[config.mk]
export PLATFORM = sky130hd
export DESIGN_NAME = uart_periph_flat
export DESIGN_NICKNAME = d
export VERILOG_FILES = /design/src/rtl/uart_periph_if.sv /design/src/rtl/uart_periph.sv /design/src/flat_wrapper.sv
export SDC_FILE = /design/constraint.sdc
export NUM_CORES = 1
export LEC_CHECK = 0
export CAP_MARGIN = 20
export CORE_ASPECT_RATIO = 1.1
export CORE_UTILIZATION = 64
export CTS_CLUSTER_DIAMETER = 150
export DETAILED_ROUTE_END_ITERATION = 16
export PLACE_DENSITY_LB_ADDON = 0.12
export RECOVER_POWER = 100
export SYNTH_ARGS = -nofsm -noshare
export SYNTH_HDL_FRONTEND = slang
export SYNTH_SLANG_ARGS = --single-unit
[constraint.sdc]
create_clock -name PCLK -period 17.27 [get_ports PCLK]
set_clock_uncertainty 0.05 [all_clocks]
set_input_delay 1.727 -clock PCLK [delete_from_list [all_inputs] [get_ports PCLK]]
set_output_delay 1.727 -clock PCLK [all_outputs]
set_load 0.03 [all_outputs]
[src/rtl/uart_periph_if.sv]
// uart_periph_if: APB slave bus bundle for the UART peripheral
interface uart_periph_if;
  logic [3:0]  PADDR;
  logic        PWRITE;
  logic        PENABLE;
  logic        PSEL;
  logic [31:0] PWDATA;
  logic [31:0] PRDATA;
  logic        PREADY;
  modport master(output PADDR, PWRITE, PENABLE, PSEL, PWDATA, input PRDATA, PREADY);
  modport slave(input PADDR, PWRITE, PENABLE, PSEL, PWDATA, output PRDATA, PREADY);
endinterface

[src/rtl/uart_periph.sv]
// uart_periph: APB UART with TX/RX FIFOs, 8N1 framing and programmable bit period
module uart_periph #(
  parameter int FIFO_DEPTH = 4,
  parameter int DIV_RESET = 868
) (
  input  logic            PCLK,
  input  logic            PRESET,
  uart_periph_if.slave    apb,
  output logic            tx,
  input  logic            rx
);
  localparam int AW = $clog2(FIFO_DEPTH);
  typedef enum logic [1:0] {IDLE, START, DATA, STOP} state_t;
  logic [15:0] div;
  logic overrun;
  logic [7:0] tx_mem [FIFO_DEPTH];
  logic [7:0] rx_mem [FIFO_DEPTH];
  logic [AW:0] tx_wp, tx_rp, rx_wp, rx_rp;
  logic tx_empty, tx_full, rx_empty, rx_full;
  logic tx_push, tx_pop, rx_push, rx_pop, rx_done, ovr_evt;
  logic setup_acc, acc, wr_tx, wr_div, rd_rx, rd_st;
  logic [1:0] sel;
  logic [31:0] status, rdata;
  state_t tx_st, tx_st_n, rx_st, rx_st_n;
  logic [15:0] tx_cnt, tx_div, rx_cnt, rx_div;
  logic [2:0] tx_bit, rx_bit;
  logic [7:0] tx_sh, rx_sh;
  logic tx_end, rx_adv;
  logic r1, r2, r3;
  logic unused;
  assign unused = ^{apb.PWDATA[31:16], apb.PADDR[1:0]};
  assign sel = apb.PADDR[3:2];
  // First access cycle captures read data; the PREADY cycle commits side effects once.
  assign setup_acc = apb.PSEL & apb.PENABLE & ~apb.PREADY;
  assign acc = apb.PSEL & apb.PENABLE & apb.PREADY;
  assign wr_tx = acc & apb.PWRITE & (sel == 2'd1);
  assign wr_div = acc & apb.PWRITE & (sel == 2'd3);
  assign rd_rx = acc & ~apb.PWRITE & (sel == 2'd2);
  assign rd_st = acc & ~apb.PWRITE & (sel == 2'd0);
  assign tx_empty = tx_wp == tx_rp;
  assign rx_empty = rx_wp == rx_rp;
  assign tx_full = (tx_wp ^ tx_rp) == {1'b1, {AW{1'b0}}};
  assign rx_full = (rx_wp ^ rx_rp) == {1'b1, {AW{1'b0}}};
  assign tx_push = wr_tx & (~tx_full | tx_pop);
  assign rx_pop = rd_rx & ~rx_empty;
  assign rx_push = rx_done & (~rx_full | rx_pop);
  assign ovr_evt = rx_done & rx_full & ~rx_pop;
  assign status = {26'd0, tx_st != IDLE, overrun, rx_full, rx_empty, tx_empty, tx_full};
  assign rdata = sel == 2'd0 ? status :
                 (sel == 2'd2 && !rx_empty) ? {24'd0, rx_mem[rx_rp[AW-1:0]]} :
                 sel == 2'd3 ? {16'd0, div} : 32'd0;
  assign tx = tx_st == START ? 1'b0 : tx_st == DATA ? tx_sh[0] : 1'b1;
  assign tx_end = tx_cnt == tx_div - 16'd1;
  assign rx_adv = rx_st == START ? rx_cnt == {1'b0, rx_div[15:1]} - 16'd1 : rx_cnt == rx_div - 16'd1;
  // APB response registers, divider, sticky overrun and FIFO pointers
  always_ff @(posedge PCLK or negedge PRESET) begin
    if (!PRESET) begin
      apb.PREADY <= 1'b0;
      apb.PRDATA <= 32'd0;
      div <= 16'(DIV_RESET);
      overrun <= 1'b0;
      tx_wp <= '0;
      tx_rp <= '0;
      rx_wp <= '0;
      rx_rp <= '0;
    end else begin
      apb.PREADY <= setup_acc;
      apb.PRDATA <= (setup_acc & ~apb.PWRITE) ? rdata : 32'd0;
      if (wr_div) div <= apb.PWDATA[15:0] < 16'd4 ? 16'd4 : apb.PWDATA[15:0];
      overrun <= ovr_evt | (overrun & ~rd_st);
      tx_wp <= tx_wp + {{AW{1'b0}}, tx_push};
      tx_rp <= tx_rp + {{AW{1'b0}}, tx_pop};
      rx_wp <= rx_wp + {{AW{1'b0}}, rx_push};
      rx_rp <= rx_rp + {{AW{1'b0}}, rx_pop};
    end
  end
  // FIFO storage needs no reset; pointers define validity
  always_ff @(posedge PCLK) begin
    if (tx_push) tx_mem[tx_wp[AW-1:0]] <= apb.PWDATA[7:0];
    if (rx_push) rx_mem[rx_wp[AW-1:0]] <= rx_sh;
  end
  // TX next state; the end of STOP chains straight into the next START
  always_comb begin
    tx_st_n = tx_st;
    tx_pop = 1'b0;
    case (tx_st)
      IDLE: begin
        tx_pop = ~tx_empty;
        tx_st_n = tx_empty ? IDLE : START;
      end
      START: tx_st_n = tx_end ? DATA : START;
      DATA: tx_st_n = (tx_end && tx_bit == 3'd7) ? STOP : DATA;
      STOP: begin
        tx_pop = tx_end & ~tx_empty;
        tx_st_n = !tx_end ? STOP : tx_empty ? IDLE : START;
      end
    endcase
  end
  // TX state, bit timer, shifter; divider latched with each popped byte
  always_ff @(posedge PCLK or negedge PRESET) begin
    if (!PRESET) begin
      tx_st <= IDLE;
      tx_cnt <= 16'd0;
      tx_div <= 16'd4;
      tx_bit <= 3'd0;
      tx_sh <= 8'd0;
    end else begin
      tx_st <= tx_st_n;
      tx_cnt <= (tx_st == IDLE || tx_end) ? 16'd0 : tx_cnt + 16'd1;
      tx_bit <= tx_st != DATA ? 3'd0 : tx_bit + {2'd0, tx_end};
      if (tx_pop) begin
        tx_sh <= tx_mem[tx_rp[AW-1:0]];
        tx_div <= div;
      end else if (tx_st == DATA && tx_end) tx_sh <= tx_sh >> 1;
    end
  end
  // RX next state; START samples mid-bit to reject glitches
  always_comb begin
    rx_st_n = rx_st;
    rx_done = 1'b0;
    case (rx_st)
      IDLE: rx_st_n = (r3 & ~r2) ? START : IDLE;
      START: rx_st_n = !rx_adv ? START : r2 ? IDLE : DATA;
      DATA: rx_st_n = (rx_adv && rx_bit == 3'd7) ? STOP : DATA;
      STOP: begin
        rx_done = rx_adv & r2;
        rx_st_n = rx_adv ? IDLE : STOP;
      end
    endcase
  end
  // RX synchronizer, state, timer and shifter; divider tracks DIV while idle
  always_ff @(posedge PCLK or negedge PRESET) begin
    if (!PRESET) begin
      {r1, r2, r3} <= 3'b111;
      rx_st <= IDLE;
      rx_cnt <= 16'd0;
      rx_div <= 16'd4;
      rx_bit <= 3'd0;
      rx_sh <= 8'd0;
    end else begin
      {r1, r2, r3} <= {rx, r1, r2};
      rx_st <= rx_st_n;
      rx_cnt <= (rx_st == IDLE || rx_adv) ? 16'd0 : rx_cnt + 16'd1;
      rx_div <= rx_st == IDLE ? div : rx_div;
      rx_bit <= rx_st != DATA ? 3'd0 : rx_bit + {2'd0, rx_adv};
      if (rx_st == DATA && rx_adv) rx_sh <= {r2, rx_sh[7:1]};
    end
  end
endmodule

[src/flat_wrapper.sv]
// flat-port wrapper written by rule: the top's interface ports become plain ports
module uart_periph_flat 
#(
  parameter int FIFO_DEPTH = 4,
  parameter int DIV_RESET = 868
)
  (PCLK, PRESET, tx, rx, apb_PADDR, apb_PWRITE, apb_PENABLE, apb_PSEL, apb_PWDATA, apb_PRDATA, apb_PREADY);
  uart_periph_if apb_i ();
  input  logic PCLK;
  input  logic PRESET;
  output logic tx;
  input  logic rx;
  input wire logic [$bits(apb_i.PADDR)-1:0] apb_PADDR;
  input wire logic [$bits(apb_i.PWRITE)-1:0] apb_PWRITE;
  input wire logic [$bits(apb_i.PENABLE)-1:0] apb_PENABLE;
  input wire logic [$bits(apb_i.PSEL)-1:0] apb_PSEL;
  input wire logic [$bits(apb_i.PWDATA)-1:0] apb_PWDATA;
  output wire logic [$bits(apb_i.PRDATA)-1:0] apb_PRDATA;
  output wire logic [$bits(apb_i.PREADY)-1:0] apb_PREADY;
  assign apb_i.PADDR = apb_PADDR;
  assign apb_i.PWRITE = apb_PWRITE;
  assign apb_i.PENABLE = apb_PENABLE;
  assign apb_i.PSEL = apb_PSEL;
  assign apb_i.PWDATA = apb_PWDATA;
  assign apb_PRDATA = apb_i.PRDATA;
  assign apb_PREADY = apb_i.PREADY;
  uart_periph #(.FIFO_DEPTH(FIFO_DEPTH), .DIV_RESET(DIV_RESET)) u_core (.PCLK(PCLK), .PRESET(PRESET), .apb(apb_i), .tx(tx), .rx(rx));
endmodule
==> results.ini <==
[synthesis]
synthAdderAreaFrac = 0.02452
synth_top_family_by_area = simple AND/OR/NAND/NOR gates
synth_flop_cell = dfrtp_1
syn_avg_cell_area_um2 = 11.89
synthArstFlopShare = 0.6847
synth_top_area_share = 0.3164
yosys_warnings = 0
synthSimpleGateAreaFrac = 0.1494
synth-xor-area-share = 0.06695
synth_compound_area_frac = 0.06524
synth-seq-area-share = 0.5305
synth_area_um2 = 10200
synth_edf_count = 64
yosys.area.top_type = dfrtp_1
yosys-top-cells-area = dfrtp_1 32%, edfxtp_1 19%, mux2_2 5.4%
ys_types = 74
synthesis.instances = 858
synth_mux_area_frac = 0.1263
ys_ff_latch = 203

[sta]
final-hold-violation-count = 0
maxSlewHeadroom = -1.765
fin_crit_ns = 7.232
finalSetupViolations = 0
fmax_ghz = 0.1383
whs_ns = 0.3150
slew_viol_final = 173
rsz0062_at_grt = no
tightest_slew_ns = 4.148
setup_tns_ns = 0
period_share = 0.4188

[finish]
layout_common_cells = 129 x dfrtp_1, 78 x nor2_1, 64 x edfxtp_1
multi_input_area_um2 = 4423
antenna_cells = 0
area_growth_pct = 10.85
layout-drive-gt1-share = 0.1276
final_area_um2 = 11310
nets = 956
layout.cells.non_filler = 1109
fillers = 1084
seq_area_um2 = 5413
final_common_cell = dfrtp_1

[run_status]
run_status = finished, violations left
violations = max-capacitance violations, max-slew violations

[clocking]
clock_latency_ns = 0.52
htree_levels = 1
clk_path_buf_depth = 3
cts_buffers = 22
clk_pin_slew_ns = 0.06
cts_resized = 0
cts.sinks = 203
hold_buffers = 0
cts_tree = done
clockRootBuffer = clkbuf_16
cts_setup_buffers = 0

[setup_path]
crit_path_top_delay_cell = clkbuf_1
worstPathRequired_ns = 17.11
cp_top_family = buffers and inverters
cp.arrival_ns = 7.07
path_cells = clkbuf_1 > clkbuf_1
critPathMaxStageDelay_ns = 2.86
criticalPathCategory = in2async
cp_num_buf_inv = 2
crit_fanout = 76
start_kind = primary input
cpMostUsedCell = clkbuf_1
r2r_setup_slack_ns = 10.20
end_kind = async pin

[placement]
placed_area_um2 = 10710
port_buffers = 41
post-place-cells = 1070
dpl.hpwl_um = 14280
gp_congestion = 0.9308

[power_and_ir_drop]
power.density_nw_per_um2 = 134.1
ir_drop_mv = 0.1207
cellLeakagePower_nw = 4.792

[floorplan]
start_util = 0.6534
die-area_um2 = 16450
dieHeight_um = 134.4
ios = 76
core-area_um2 = 15620
die_w_um = 122.4
rows = 48

[grt]
grt_use_total = 0.2602
grt_pass1_vias = 6586
globalRouteOverflowTotal = 0
grt_pass1_wl_um = 33400
antenna_found_initial = 0
grt_max_degree = 77

[route]
vias = 6620
drtPass1Iterations = 5
wl_um = 20380
drt-initial-drc-count = 518
avgRoutedWirePerCell_um = 18.37
drc = 0
antenna_left = 0
via_per_inst = 5.969

[worst_hold_path]
hp-class = reg2reg

[job]
maxCapViolCount = 3

cell type report:
class / instances / share of cell area
repair buffers: 51 / 0.03905
clock buffers: 28 / 0.05243
multi-input cells: 594 / 0.3910
inverters: 22 / 0.007301
well taps: 200 / 0.02212
flip-flops and latches: 203 / 0.4785
clock inverters: 11 / 0.009513
metal layers:
layer  wire length, µm  up-vias  global-route usage
met5                 0        -                   0
met4               325        0             0.06775
met3               818       30             0.03401
met2             10560      148              0.4522
met1              8667     3308              0.3433
li1                  -     3134                   -
per-stage QoR:
| stage | util | total power [mW] | worst slack (ns) |
|---|---|---|---|
| floorplan | - | 0.9859 | 11.74 |
| global placement | 0.6853 | 1.068 | 12.18 |
| detailed placement | 0.6861 | 1.087 | 12.02 |
| CTS | 0.7309 | 1.538 | 11.99 |
| global route | 0.7244 | 1.603 | 8.631 |
| finish | 0.7244 | 1.516 | 10.04 |
sequential cells by signal (all words and copies together), names as in the netlist, 2 cells and up:
| signal | cells |
|---|---|
| u_core.rx_sh | 8 |
| u_core.rx_mem | 32 |
| u_core.rx_wp | 3 |
| u_core.tx_sh | 8 |
| u_core.rx_div | 16 |
| u_core.tx_mem | 32 |
| u_core.tx_rp | 3 |
| u_core.apb.PRDATA | 16 |
| u_core.rx_cnt | 16 |
| u_core.rx_bit | 3 |
| u_core.tx_wp | 3 |
| u_core.rx_st | 2 |
| u_core.rx_rp | 3 |
| u_core.tx_cnt | 16 |
| u_core.div | 16 |
| u_core.tx_div | 16 |
| u_core.tx_bit | 3 |
| u_core.tx_st | 2 |
Yosys cell counts, types with 3 or more instances:
| cell type | number |
|---|---|
| o21ai_0 | 13 |
| mux2_2 | 49 |
| a21oi_1 | 31 |
| or3_1 | 6 |
| nor3_1 | 12 |
| nor4b_1 | 3 |
| xor2_1 | 37 |
| a31o_2 | 3 |
| a31oi_1 | 7 |
| or4_1 | 8 |
| a22o_1 | 4 |
| a211oi_1 | 5 |
| inv_1 | 21 |
| a2111oi_0 | 6 |
| xnor2_1 | 41 |
| buf_4 | 17 |
| mux2i_1 | 14 |
| and3_1 | 14 |
| nand4_1 | 9 |
| nor4_1 | 12 |
| buf_2 | 8 |
| dfstp_2 | 10 |
| nor2b_1 | 9 |
| edfxtp_1 | 64 |
| nor2_1 | 78 |
| mux4_2 | 16 |
| dfrtp_1 | 129 |
| and2_1 | 16 |
| nand2b_1 | 17 |
| o211ai_1 | 4 |
| o22ai_1 | 3 |
| ha_1 | 20 |
| nand3_1 | 30 |
| nand2_1 | 47 |
| clkbuf_1 | 24 |
| mux2_1 | 21 |
logic make-up (layout without fill, tap and decap cells):
kind of cell	Yosys count	after routing
adder cells (fa/ha/maj)	20	20
XOR/XNOR	78	78
flip-flops	203	203
AND/OR/NAND/NOR	282	282
other	1	16
AO/OA/AOI/OAI	98	98
buffers and inverters	76	112
multiplexers	100	100
path summary, 6_finish.rpt:
kind	startpoint	endpoint	cells past startpoint
worst min-delay path	u_core.r1	u_core.r2	0
worst max-delay path	PRESET	u_core.rx_cnt[14]	2
max in group PCLK	u_core.rx_st[0]	u_core.rx_mem[3][2]	13
worst min register to register	u_core.r1	u_core.r2	0
min in group asynchronous	PRESET	u_core.tx_sh[6]	1
worst max register to register	u_core.rx_st[0]	u_core.rx_mem[3][2]	13
report_power, final:
part / total (mW) / switching (mW) / internal (mW)
Sequential: 0.631 / 0.0832 / 0.548
Clock: 0.447 / 0.187 / 0.260
Combinational: 0.439 / 0.230 / 0.209
Total: 1.52 / 0.500 / 1.02
No activity file was read; power rests on OpenSTA's default activity.
==> RTL change: new RTL, same settings <==
Re-encode `state_t` (4 states) as one-hot, 4 bits wide.
--- a/src/rtl/uart_periph.sv
+++ b/src/rtl/uart_periph.sv
@@ -10,7 +10,7 @@
   input  logic            rx
 );
   localparam int AW = $clog2(FIFO_DEPTH);
-  typedef enum logic [1:0] {IDLE, START, DATA, STOP} state_t;
+  typedef enum logic [3:0] {IDLE = 4'b0001, START = 4'b0010, DATA = 4'b0100, STOP = 4'b1000} state_t;
   logic [15:0] div;
   logic overrun;
   logic [7:0] tx_mem [FIFO_DEPTH];
Function: same outputs for any inputs over 10 cycles, from zero or initial values and one cycle with PRESET low; not proved beyond that.
==> RTL change against the original RTL <==
  * The flow still finishes with violations (capacitance limit, slew limit)
  * Count of clock-buffer cells in the layout shrank 2
  * Setup slack worse by 210 ps
  * Register-to-register slack improved by 810 ps
  * Synthesized area up 2.7%
  * Sequential cell count rose by 4
  * First-iteration DRC count down 16%
  * Via count grew 9.2%
  * Critical path depth did not move
  * Final area is 2.6% higher
  * Wire length grew 9.4%
  * Critical endpoint is now u_core.apb.PRDATA[15]
Power is not compared: it rests on default switching activity, and its combinational part moved more than twofold at a synthesized area within 25%.
==> RTL change: results (changes against the original RTL) <==
| Metric | Value |
|---|---|
| Outcome | finished, violations left |
| Failing checks | capacitance limit, slew limit |
| Count of pins over their slew limit | 146 (-16%) |
| Initial drt markers | 436 (-16%) |
| CP max FO | 77 (+1.3%) |
| Worst-path clk slew | 60 ps (about the same) |
| Worst path max stage delay | 2850 ps (about the same) |
| Ranking of synthesized cells by area | dfrtp_1 (31%), edfxtp_1 (18%), mux2_2 (4.9%) |
| R2R setup slack | 11,010 ps (+810 ps) |
| Mux cell area share after synthesis | 10.1% (-2.5 points) |
| R2R Path End | u_core.rx_mem[0][7] |
| Yosys cell types | 78 (+5.4%) |
| Area after DPL | 0.0109 mm² (+2.2%) |
| Post-Synth XOR/XNOR Area | 5.60% (-1.1 points) |
| Non-filler cells, final | 1,154 (+4.1%) |
| Drt first pass iters | 9 (+4) |
| Post-Place Cells | 1,114 (+4.1%) |
| Clk_lat worst skew | 500 ps (-20 ps) |
| Min-Delay Startpoint | u_core.r1 |
| First-pass GRT wire length | 35,600 µm (+6.6%) |
| Via-per-instance ratio | 6.26 (+4.9%) |
| Met2 usage | 48.0% (+2.7 points) |
| Global-route usage over all layers | 27.5% (+1.5 points) |
| Grt met1 use | 34.8% (+0.48 points) |
| Wire per inst | 19.3 µm (+5.2%) |
| Worst-case reg-to-reg path depth | 13 (unchanged) |
| DP HPWL | 15,700 µm (+9.9%) |
| Synth cell count leaders | dfrtp_1 (131), nor2_1 (87), edfxtp_1 (64) |
| Post-synthesis compound-gate area fraction | 8.23% (+1.7 points) |
| Routability Congestion | 0.898 (-3.5%) |
| Synthesized area per cell | 11.5 µm² (-3.6%) |
| Async set-reset flop share out of synthesis | 69.1% (+0.61 points) |
| Synth warnings | 0 (unchanged) |
| CP Data Arrival Time | 7110 ps (+40 ps) |
| Grt ovf | 0 (unchanged) |
| Sequential fraction of the synthesis area | 52.6% (-0.42 points) |
| Largest net degree at the start of global routing | 78 (+1.3%) |
| Adder-cell share of the synthesized area | 1.91% (-0.54 points) |
| Initial antenna violation count | 1 (+1) |
| Fill count | 1,096 (+1.1%) |
| GR Layer Usage met3 | 4.28% (+0.88 points) |
| Max-cap check violation count | 2 (-1) |
| Slew @ Worst Pin | 3840 ps (-308 ps) |
## RTL change: cell types whose count changed after synthesis, sizes merged, moves of 7 or more
cell	delta
xnor2	-16
buf	+7
nor2b	-7
nor3	+9
o21ai	+12
mux2	-24
nor3b	+14
nor2	+9
## RTL change: how the worst max path moves through the flow
stage	endpoint	slack [ps]	start	depth (start not counted)
2_1_floorplan	u_core.rx_mem[2][0]	12460	u_core.rx_st[3]	15
4_1_cts	u_core.rx_mem[0][7]	12100	u_core.rx_st[3]	13
6_report	u_core.apb.PRDATA[15]	9830	PRESET	2
3_3_place_gp	u_core.rx_mem[0][2]	11950	u_core.rx_st[3]	12
3_5_place_dp	u_core.rx_mem[0][2]	12110	u_core.rx_st[3]	13
5_1_grt	u_core.apb.PRDATA[15]	8380	PRESET	2
## RTL change: area by class of cell
class / instances / area [µm²] / area share (%)
Inverter: 23 / 86.3 / 0.744
Clock inverter: 14 / 165 / 1.42
Sequential cell: 207 / 5520 / 47.5
Multi-Input combinational cell: 633 / 4550 / 39.2
Timing Repair Buffer: 51 / 442 / 3.80
Clock buffer: 26 / 597 / 5.14
Tap cell: 200 / 250 / 2.16
## RTL change: cells by family after synthesis
logic type               count (synthesis)
AND/OR/NAND/NOR                        327
flip-flops                             207
AO/OA/AOI/OAI                          127
buffers and inverters                   89
multiplexers                            80
XOR/XNOR                                67
adder cells (fa/ha/maj)                 16
other                                    1
## RTL change: per-layer routing
layer  vias up  wire length (µm)
met5         -                13
met3        52              1070
met1      3592              9010
met4         2               644
met2       215             11600
li1       3366                 -
## RTL change: per-stage QoR
stage	util [%]	setup slack [ps]
after floorplan	-	12460
after global placement	69.0	11950
after detailed placement	69.0	12110
after global routing	73.2	8380
final	73.2	9830
after CTS	73.9	12100
